### config.mk
export PLATFORM = sky130hd
export DESIGN_NAME = spi_master
export DESIGN_NICKNAME = d
export VERILOG_FILES = /design/src/rtl/spi_pkg.sv /design/src/rtl/spi_clk_div.sv /design/src/rtl/spi_master.sv
export SDC_FILE = /design/constraint.sdc
export NUM_CORES = 1
export LEC_CHECK = 0
export BUFFER_PORTS_ARGS = -buffer_cell sky130_fd_sc_hd__buf_2
export CORE_MARGIN = 2
export CORE_UTILIZATION = 45
export CTS_CLUSTER_DIAMETER = 40
export DETAILED_ROUTE_END_ITERATION = 16
export PLACE_DENSITY = 0.76
export SLEW_MARGIN = 20
export SYNTH_ARGS = -nofsm -noshare
export SYNTH_HDL_FRONTEND = slang
export SYNTH_SLANG_ARGS = --single-unit
### constraint.sdc
create_clock -name clk -period 5.68 [get_ports clk]
set_clock_uncertainty 0.2 [all_clocks]
set_input_delay 0.284 -clock clk [delete_from_list [all_inputs] [get_ports clk]]
set_output_delay 0.284 -clock clk [all_outputs]
set_load 0.05 [all_outputs]
### src/rtl/spi_pkg.sv
// spi_pkg: shared types and constants for the SPI master.
// FSM state enum plus mode bit indices and mode encodings.
package spi_pkg;

  typedef enum logic [2:0] {
    ST_IDLE,
    ST_LEAD,
    ST_XFER,
    ST_TRAIL,
    ST_GAP
  } spi_state_e;

  // bit positions inside the 2-bit mode word {CPOL,CPHA}
  localparam int SPI_CPOL = 1;
  localparam int SPI_CPHA = 0;

  localparam logic [1:0] SPI_MODE0 = 2'b00;
  localparam logic [1:0] SPI_MODE1 = 2'b01;
  localparam logic [1:0] SPI_MODE2 = 2'b10;
  localparam logic [1:0] SPI_MODE3 = 2'b11;

endpackage

### src/rtl/spi_clk_div.sv
// spi_clk_div: counts CLK_DIV clk cycles, single-cycle tick_o.
// Ports: clk_i, rst_i (sync high), clr_i (sync clear), tick_o.
module spi_clk_div
  import spi_pkg::*;
#(
  parameter int CLK_DIV = 34
) (
  input  logic clk_i,
  input  logic rst_i,
  input  logic clr_i,
  output logic tick_o
);

  localparam int CNT_W = $clog2(CLK_DIV);
  localparam logic [CNT_W-1:0] CNT_MAX = CNT_W'(CLK_DIV - 1);

  logic [CNT_W-1:0] cnt_q;
  logic [CNT_W-1:0] cnt_d;

  assign tick_o = (cnt_q == CNT_MAX);

  always_comb begin
    cnt_d = cnt_q + CNT_W'(1);
    if (clr_i || tick_o) cnt_d = '0;
  end

  always_ff @(posedge clk_i) begin
    if (rst_i) cnt_q <= '0;
    else       cnt_q <= cnt_d;
  end

endmodule

### src/rtl/spi_master.sv
// spi_master: SPI master, all CPOL/CPHA modes, N slave selects.
// Ports: start/mode/ss_sel/wr_data in, rd_data/busy/done out, SCLK/SS/MOSI/MISO.
module spi_master
  import spi_pkg::*;
#(
  parameter int DATA_WIDTH = 16,
  parameter int CLK_DIV    = 34,
  parameter int NUM_SS     = 1,
  parameter int SS_SEL_W   = (NUM_SS > 1) ? $clog2(NUM_SS) : 1
) (
  input  logic                  clk,
  input  logic                  reset,
  input  logic                  start,
  input  logic [1:0]            mode,
  input  logic [SS_SEL_W-1:0]   ss_sel,
  input  logic [DATA_WIDTH-1:0] wr_data,
  output logic [DATA_WIDTH-1:0] rd_data,
  output logic                  busy,
  output logic                  done,
  output logic                  SCLK,
  output logic [NUM_SS-1:0]     SS,
  output logic                  MOSI,
  input  logic                  MISO
);

  localparam int EW = $clog2(2 * DATA_WIDTH + 1);
  localparam logic [EW-1:0] LAST = EW'(2 * DATA_WIDTH);

  spi_state_e            state_q, state_d;
  logic                  cpha_q, cpha_d;
  logic [DATA_WIDTH-1:0] tx_q, tx_d;
  logic [DATA_WIDTH-1:0] rx_q, rx_d;
  logic [DATA_WIDTH-1:0] rd_q, rd_d;
  logic [EW-1:0]         edge_q, edge_d;
  logic                  sclk_q, sclk_d;
  logic [NUM_SS-1:0]     ss_q, ss_d;
  logic                  busy_q, busy_d;
  logic                  done_q, done_d;

  logic                  accept;
  logic                  tick;
  logic [EW-1:0]         k;
  logic                  smp;
  logic                  shf;
  logic [NUM_SS-1:0]     ss_dec;

  spi_clk_div #(
    .CLK_DIV (CLK_DIV)
  ) u_div (
    .clk_i  (clk),
    .rst_i  (reset),
    .clr_i  (accept),
    .tick_o (tick)
  );

  // out-of-range ss_sel leaves every line deasserted
  always_comb begin
    ss_dec = '1;
    for (int i = 0; i < NUM_SS; i++) begin
      ss_dec[i] = (ss_sel != SS_SEL_W'(i));
    end
  end

  always_comb begin
    state_d = state_q;
    cpha_d  = cpha_q;
    tx_d    = tx_q;
    rx_d    = rx_q;
    rd_d    = rd_q;
    edge_d  = edge_q;
    sclk_d  = sclk_q;
    ss_d    = ss_q;
    busy_d  = busy_q;
    done_d  = 1'b0;
    accept  = 1'b0;
    // k is the number of the edge the next tick produces
    k   = edge_q + EW'(1);
    smp = k[0] ^ cpha_q;
    // first CPHA=1 edge and last CPHA=0 edge never shift tx
    shf = cpha_q ? (k != EW'(1)) : (k != LAST);
    unique case (state_q)
      ST_IDLE: begin
        if (start) begin
          accept  = 1'b1;
          state_d = ST_LEAD;
          cpha_d  = mode[SPI_CPHA];
          tx_d    = wr_data;
          rx_d    = '0;
          edge_d  = '0;
          sclk_d  = mode[SPI_CPOL];
          ss_d    = ss_dec;
          busy_d  = 1'b1;
        end
      end
      ST_LEAD, ST_XFER: begin
        if (tick) begin
          edge_d = k;
          sclk_d = ~sclk_q;
          if (smp) begin
            rx_d = {rx_q[DATA_WIDTH-2:0], MISO};
          end else if (shf) begin
            tx_d = {tx_q[DATA_WIDTH-2:0], 1'b0};
          end
          state_d = (k == LAST) ? ST_TRAIL : ST_XFER;
        end
      end
      ST_TRAIL: begin
        if (tick) begin
          ss_d    = '1;
          tx_d    = '0;
          rd_d    = rx_q;
          done_d  = 1'b1;
          state_d = ST_GAP;
        end
      end
      ST_GAP: begin
        if (tick) begin
          busy_d  = 1'b0;
          state_d = ST_IDLE;
        end
      end
      default: state_d = ST_IDLE;
    endcase
  end

  always_ff @(posedge clk) begin
    if (reset) begin
      state_q <= ST_IDLE;
      cpha_q  <= 1'b0;
      tx_q    <= '0;
      rx_q    <= '0;
      rd_q    <= '0;
      edge_q  <= '0;
      sclk_q  <= 1'b0;
      ss_q    <= '1;
      busy_q  <= 1'b0;
      done_q  <= 1'b0;
    end else begin
      state_q <= state_d;
      cpha_q  <= cpha_d;
      tx_q    <= tx_d;
      rx_q    <= rx_d;
      rd_q    <= rd_d;
      edge_q  <= edge_d;
      sclk_q  <= sclk_d;
      ss_q    <= ss_d;
      busy_q  <= busy_d;
      done_q  <= done_d;
    end
  end

  // MOSI is tx MSB; tx is cleared at frame end so idle MOSI is 0
  assign MOSI    = tx_q[DATA_WIDTH-1];
  assign SCLK    = sclk_q;
  assign SS      = ss_q;
  assign busy    = busy_q;
  assign done    = done_q;
  assign rd_data = rd_q;

endmodule

Word-level counts from Yosys, hierarchy flattened --
Index checks and enable logic that the tools add are counted.
Word-level totals: logic and storage cells 80, bits in registers 68
Cells by class: add/sub/neg operators 2, equal/unequal tests 15, bitwise operators 3, reduce and logical (&&, ||, !) cells 17, multiplexer cells 32
Operator list (count):
- $mux 16 | 8
- $pmux 16 s3 | 1
- $pmux 16 s2 | 1
- $add 6x1->6 const B | 2
- $eq 6x6->1 const B | 2
- $mux 3 | 4
- $mux 6 | 2
- $pmux 3 s4 | 1
- $pmux 6 s2 | 1
- $mux 1 | 11
- $reduce_and 3->1 | 3
- $ne 2x2->1 const B | 4
- $reduce_and 4->1 | 2
- $eq 3x2->1 const B | 2
- $ne 2x1->1 const B | 3
- $ne 6x1->1 const B | 1
- $ne 6x6->1 const B | 1
- $pmux 1 s2 | 3
- $reduce_and 6->1 | 1
- $reduce_bool 2->1 | 3
- $reduce_or 2->1 | 3
- $reduce_and 2->1 | 2
- $eq 3x1->1 const B | 1
- $eq 3x3->1 const B | 1
- 5 further kinds | 6

Longest topological paths before layout --
word-level depth 7, depth in mapped cells 9, gate-level depth less buffers 7

Hierarchy --
From an unflattened synthesis, not the netlist that was laid out.
Unflattened totals: cells, all modules 351, area, all modules 3057.9 um2
By module, submodules not included:
- spi_master | times used 1, area an instance 2775.2 um2, cells each 324
- spi_clk_div | times used 1, area an instance 282.8 um2, cells each 27

Worst setup path before layout --
No wires, ideal clock.
kind register to register, start point reg edge_q[1], end point reg tx_q[10], buffers on the path 2, data arrival time 1.940 ns, setup slack 3.460 ns, cell stages (with the launch flop) 8, required time 5.400 ns, path through dfxtp_1 -> ha_1 -> or4_4 -> a221o_1 -> and2_4 -> buf_6 -> buf_6 -> a211oi_2
On the way: word-level cells in the longest chain between the ends 5, elaborated cells between the ends (all ways) 6, classes of those cells 1 x add/sub; 3 x eq/ne; 1 x mux; 1 x reduce/logical
RTL lines:
- start, declared | line spi_master.sv:34 | logic [EW-1:0] edge_q, edge_d;
- start signal, assigned | line spi_master.sv:144 | edge_q <= edge_d;
- $add 6x1->6 * | line spi_master.sv:77 | k = edge_q + EW'(1);
- $ne 6x6->1 / $ne 6x1->1 (equally long branches) | line spi_master.sv:80 | shf = cpha_q ? (k != EW'(1)) : (k != LAST);
- $mux 1 * | line spi_master.sv:80
- $ne 2x2->1 (no source line) *
- $reduce_and 6->1 (no source line) *
- end signal, assigned | line spi_master.sv:141 | tx_q <= tx_d;
- end, declared | line spi_master.sv:31 | logic [DATA_WIDTH-1:0] tx_q, tx_d;
Every way passes the cells marked *; elsewhere a longest branch is shown, timed or not. A chain may end at the register's enable or synchronous reset.

Final worst setup path --
start point reg state_q[1], end point reg sclk_q, in the netlist SCLK
On the way: word-level cells in the longest chain between the ends 4, elaborated cells between the ends (all ways) 9, classes of those cells 4 x eq/ne; 1 x mux; 4 x reduce/logical
RTL lines:
- start, declared | line spi_master.sv:29 | spi_state_e state_q, state_d;
- start signal, assigned | line spi_master.sv:139 | state_q <= state_d;
- $eq 3x1->1 / $eq 3x2->1 (equally long branches) | line spi_master.sv:81 | unique case (state_q)
- $reduce_or 2->1 | line spi_master.sv:81
- $ne 2x1->1 (no source line) / $reduce_bool 2->1 (equally long branches)
- $reduce_and 3->1 (no source line)
- end signal, assigned | line spi_master.sv:145 | sclk_q <= sclk_d;
- end, declared | line spi_master.sv:35 | logic sclk_q, sclk_d;
Several ways; a longest one is shown, not always the timed one.

==> flow_metrics.py <==
metrics = {
    "timing": {
        "tightest_slew_ns": 0.716,
        "slew_viol_final": 0,
        "slew_headroom_pct": 52.3,
        "clock.fmax_mhz": 355,
        "period_needed_ns": 2.81,
        "hold_viol": 0,
        "rsz0062_at_grt": "no",
        "finalSetupViolCount": 0,
        "finalSetupTns_ns": 0,
        "worst_slack_ns": 2.87,
        "min_period_over_period_pct": 49.5,
    },
    "synth": {
        "netlist_instances": 353,
        "synth_ff_type": "dfxtp_1",
        "ys_async_sr_fraction_pct": 0,
        "synth_nets": 380,
        "synth_area_leaders": "dfxtp_1 (45%), a21oi_1 (9.8%), nand2_1 (5.5%)",
        "ys_seq_elements": 68,
        "synth.largest_area_cell": "dfxtp_1",
        "synth_edf_count": 0,
        "yosysTopAreaCellShare_pct": 45.0,
        "synth_most_common_cell": "dfxtp_1",
        "yosysUniqueCellTypes": 44,
        "yosysSeqAreaShare_pct": 45.0,
        "syn-cell-area_um2": 3030,
        "yosysWarningCount": 0,
        "netlist_top_cells_count": "dfxtp_1 (68), a21oi_1 (59), nand2_1 (44)",
        "syn_avg_cell_area_um2": 8.58,
    },
    "critical_path": {
        "crit_top_cell": "a21oi_1",
        "end_kind": "flip-flop",
        "critPathMaxFanout": 26,
        "crit_buf_inv": 1,
        "cpPeakStageDelay_ns": 0.58,
        "crit_family": "simple AND/OR/NAND/NOR gates",
        "worstPathRequired_ns": 5.75,
        "worstSetupStartpointType": "flip-flop",
        "cp.arrival_ns": 2.89,
        "path_cells": "xor2_1 > and2_1 > buf_4 > a21oi_1 > or3_1 > a21oi_1",
        "worstSetupPathType": "flip-flop to flip-flop",
        "crit_slowest_cell": "and2_1",
    },
    "grt": {
        "gr-total-overflow": 0,
        "grt_max_degree": 65,
        "grt_pass1_vias": 2405,
        "grt_pass1_wl_um": 10600,
        "grt_usage_pct": 17.7,
        "antenna_found_initial": 0,
    },
    "cts": {
        "cts_setup_buffers": 0,
        "cts_tree": "yes",
        "cts-root-buf": "clkbuf_8",
        "clock_sinks": 68,
        "ctsHtreeMaxLevel": 3,
        "clockBufferDepth": 2,
        "numCtsBuffers": 9,
        "cts_resized": 0,
        "cts.clk_slew.worst_paths_ns": 0.07,
        "cts.hold.buffers_added": 3,
        "insertion_delay_ns": 0.34,
    },
    "route": {
        "drt_iter0_markers": 235,
        "drc_errors": 0,
        "ant_nets": 0,
        "routed_wl_um": 6490,
        "num_vias": 2620,
        "drt_pass1_iterations": 5,
        "viasPerCell": 5.62,
        "wl_per_cell_um": 13.9,
    },
    "power": {
        "power_density_nw_per_um2": 276,
        "p_leak_nw": 1.26,
        "ir_worst_vdd_mv": 0.121,
    },
    "place": {
        "port_buffers": 43,
        "post-place-ws_ns": 2.93,
        "hpwl_um": 4130,
        "gp_congestion": 0.831,
    },
    "final_layout": {
        "drive_above_1_share_pct": 20.3,
        "antenna_cells": 0,
        "n_fill_cell": 578,
        "finish.net_count": 411,
        "area_growth_pct": 13.6,
    },
    "floorplanning": {
        "die_h_um": 86.0,
        "die_area_um2": 7400,
        "num_rows": 29,
        "die_w_um": 86.0,
        "initial_core_util_pct": 47.1,
        "ios": 44,
        "core_area_um2": 6420,
    },
    "job": {
        "maxCapViolations": 0,
    },
    "outcome": {
        "status": "finished clean",
    },
    "worst_hold_path": {
        "hold_class": "input pin to flip-flop",
    },
}
-- sequential cells by signal (all words and copies together) (netlist names) --
name	flops
tx_q	16
SS	1
rx_q	16
state_q	3
u_div.cnt_q	6
busy	1
cpha_q	1
SCLK	1
edge_q	6
rd_data	16
done	1
-- path summary, 6_finish.rpt --
check              start           to  slack (ns)  depth (start not counted)
max           state_q[1]         SCLK        2.87                          6
min           wr_data[0]      tx_q[0]        0.03                          3
max reg2reg   state_q[1]         SCLK        2.87                          6
min reg2reg  rd_data[12]  rd_data[12]        0.25                          2
-- cells by family after synthesis --
logic type	count (synthesis)	synth area share, %
xor gates and xnor gates	8	2.31
AOI/OAI and AO/OA	109	23.3
muxes	2	0.661
adders and majority gates	5	1.98
buffers and inverters	31	4.88
DFF	68	45.0
and+or+nand+nor	130	21.9
-- stage by stage --
step | area (µm²) | std cells | power (mW) | hold slack (ns) | util [%]
2_1_floorplan | 3030 | 353 | 0.582 | 0.220 | -
3_3_place_gp | 3220 | 447 | 0.601 | 0.243 | 50.2
3_5_place_dp | 3220 | 447 | 0.604 | 0.246 | 50.2
4_1_cts | 3430 | 466 | 0.957 | 0.0291 | 53.4
5_1_grt | 3440 | 466 | 0.989 | 0.0449 | 53.5
6_report | 3440 | 466 | 0.950 | 0.0348 | 53.5
-- layer usage --
| metal | track usage [%] | part of all wire (%) | up-vias |
|---|---|---|---|
| met4 | 7.50 | 1.8 | 0 |
| met3 | 3.95 | 3.5 | 11 |
| met1 | 22.8 | 47 | 1242 |
| met2 | 28.7 | 48 | 52 |
| met5 | 0 | 0 | - |
| li1 | - | - | 1315 |
-- cell usage in the layout (no fill, tap or decap), types with 5 or more instances in the layout --
| cell type | Yosys | layout |
|---|---|---|
| nor3_1 | 7 | 7 |
| dfxtp_1 | 68 | 68 |
| xor2_1 | 5 | 5 |
| a211oi_1 | 6 | 6 |
| a211oi_2 | 10 | 10 |
| nor2_1 | 16 | 16 |
| o21ai_0 | 7 | 7 |
| nand3_1 | 21 | 21 |
| buf_2 | 7 | 43 |
| clkbuf_8 | 0 | 10 |
| a22oi_1 | 17 | 17 |
| nand2b_1 | 18 | 18 |
| a21oi_1 | 59 | 59 |
| nand2_1 | 44 | 44 |
-- tightest hold or removal path, cell delays in order --
cell	delay [ns]
buf_2	0.09
nand3b_1	0.07
mux2i_1	0.07
-- where the power goes --
| group | internal (mW) | leakage (nW) | switching, mW | total, mW |
|---|---|---|---|---|
| sequential | 0.490 | 0.552 | 0.00951 | 0.500 |
| combinational | 0.0355 | 0.617 | 0.0593 | 0.0949 |
| clock | 0.169 | 0.0885 | 0.186 | 0.355 |
-- final cells by class --
| class | instances | area, µm² | share of cell area, % |
|---|---|---|---|
| multi-input combinational | 254 | 1530 | 44.5 |
| clock inverter | 6 | 38.8 | 1.13 |
| sequential | 68 | 1360 | 39.6 |
| tap | 77 | 96.3 | 2.80 |
| inverter | 2 | 7.51 | 0.218 |
| clock buffer | 10 | 138 | 4.00 |
| timing repair buffer | 49 | 268 | 7.79 |
Power figures use the tool's default switching activity.
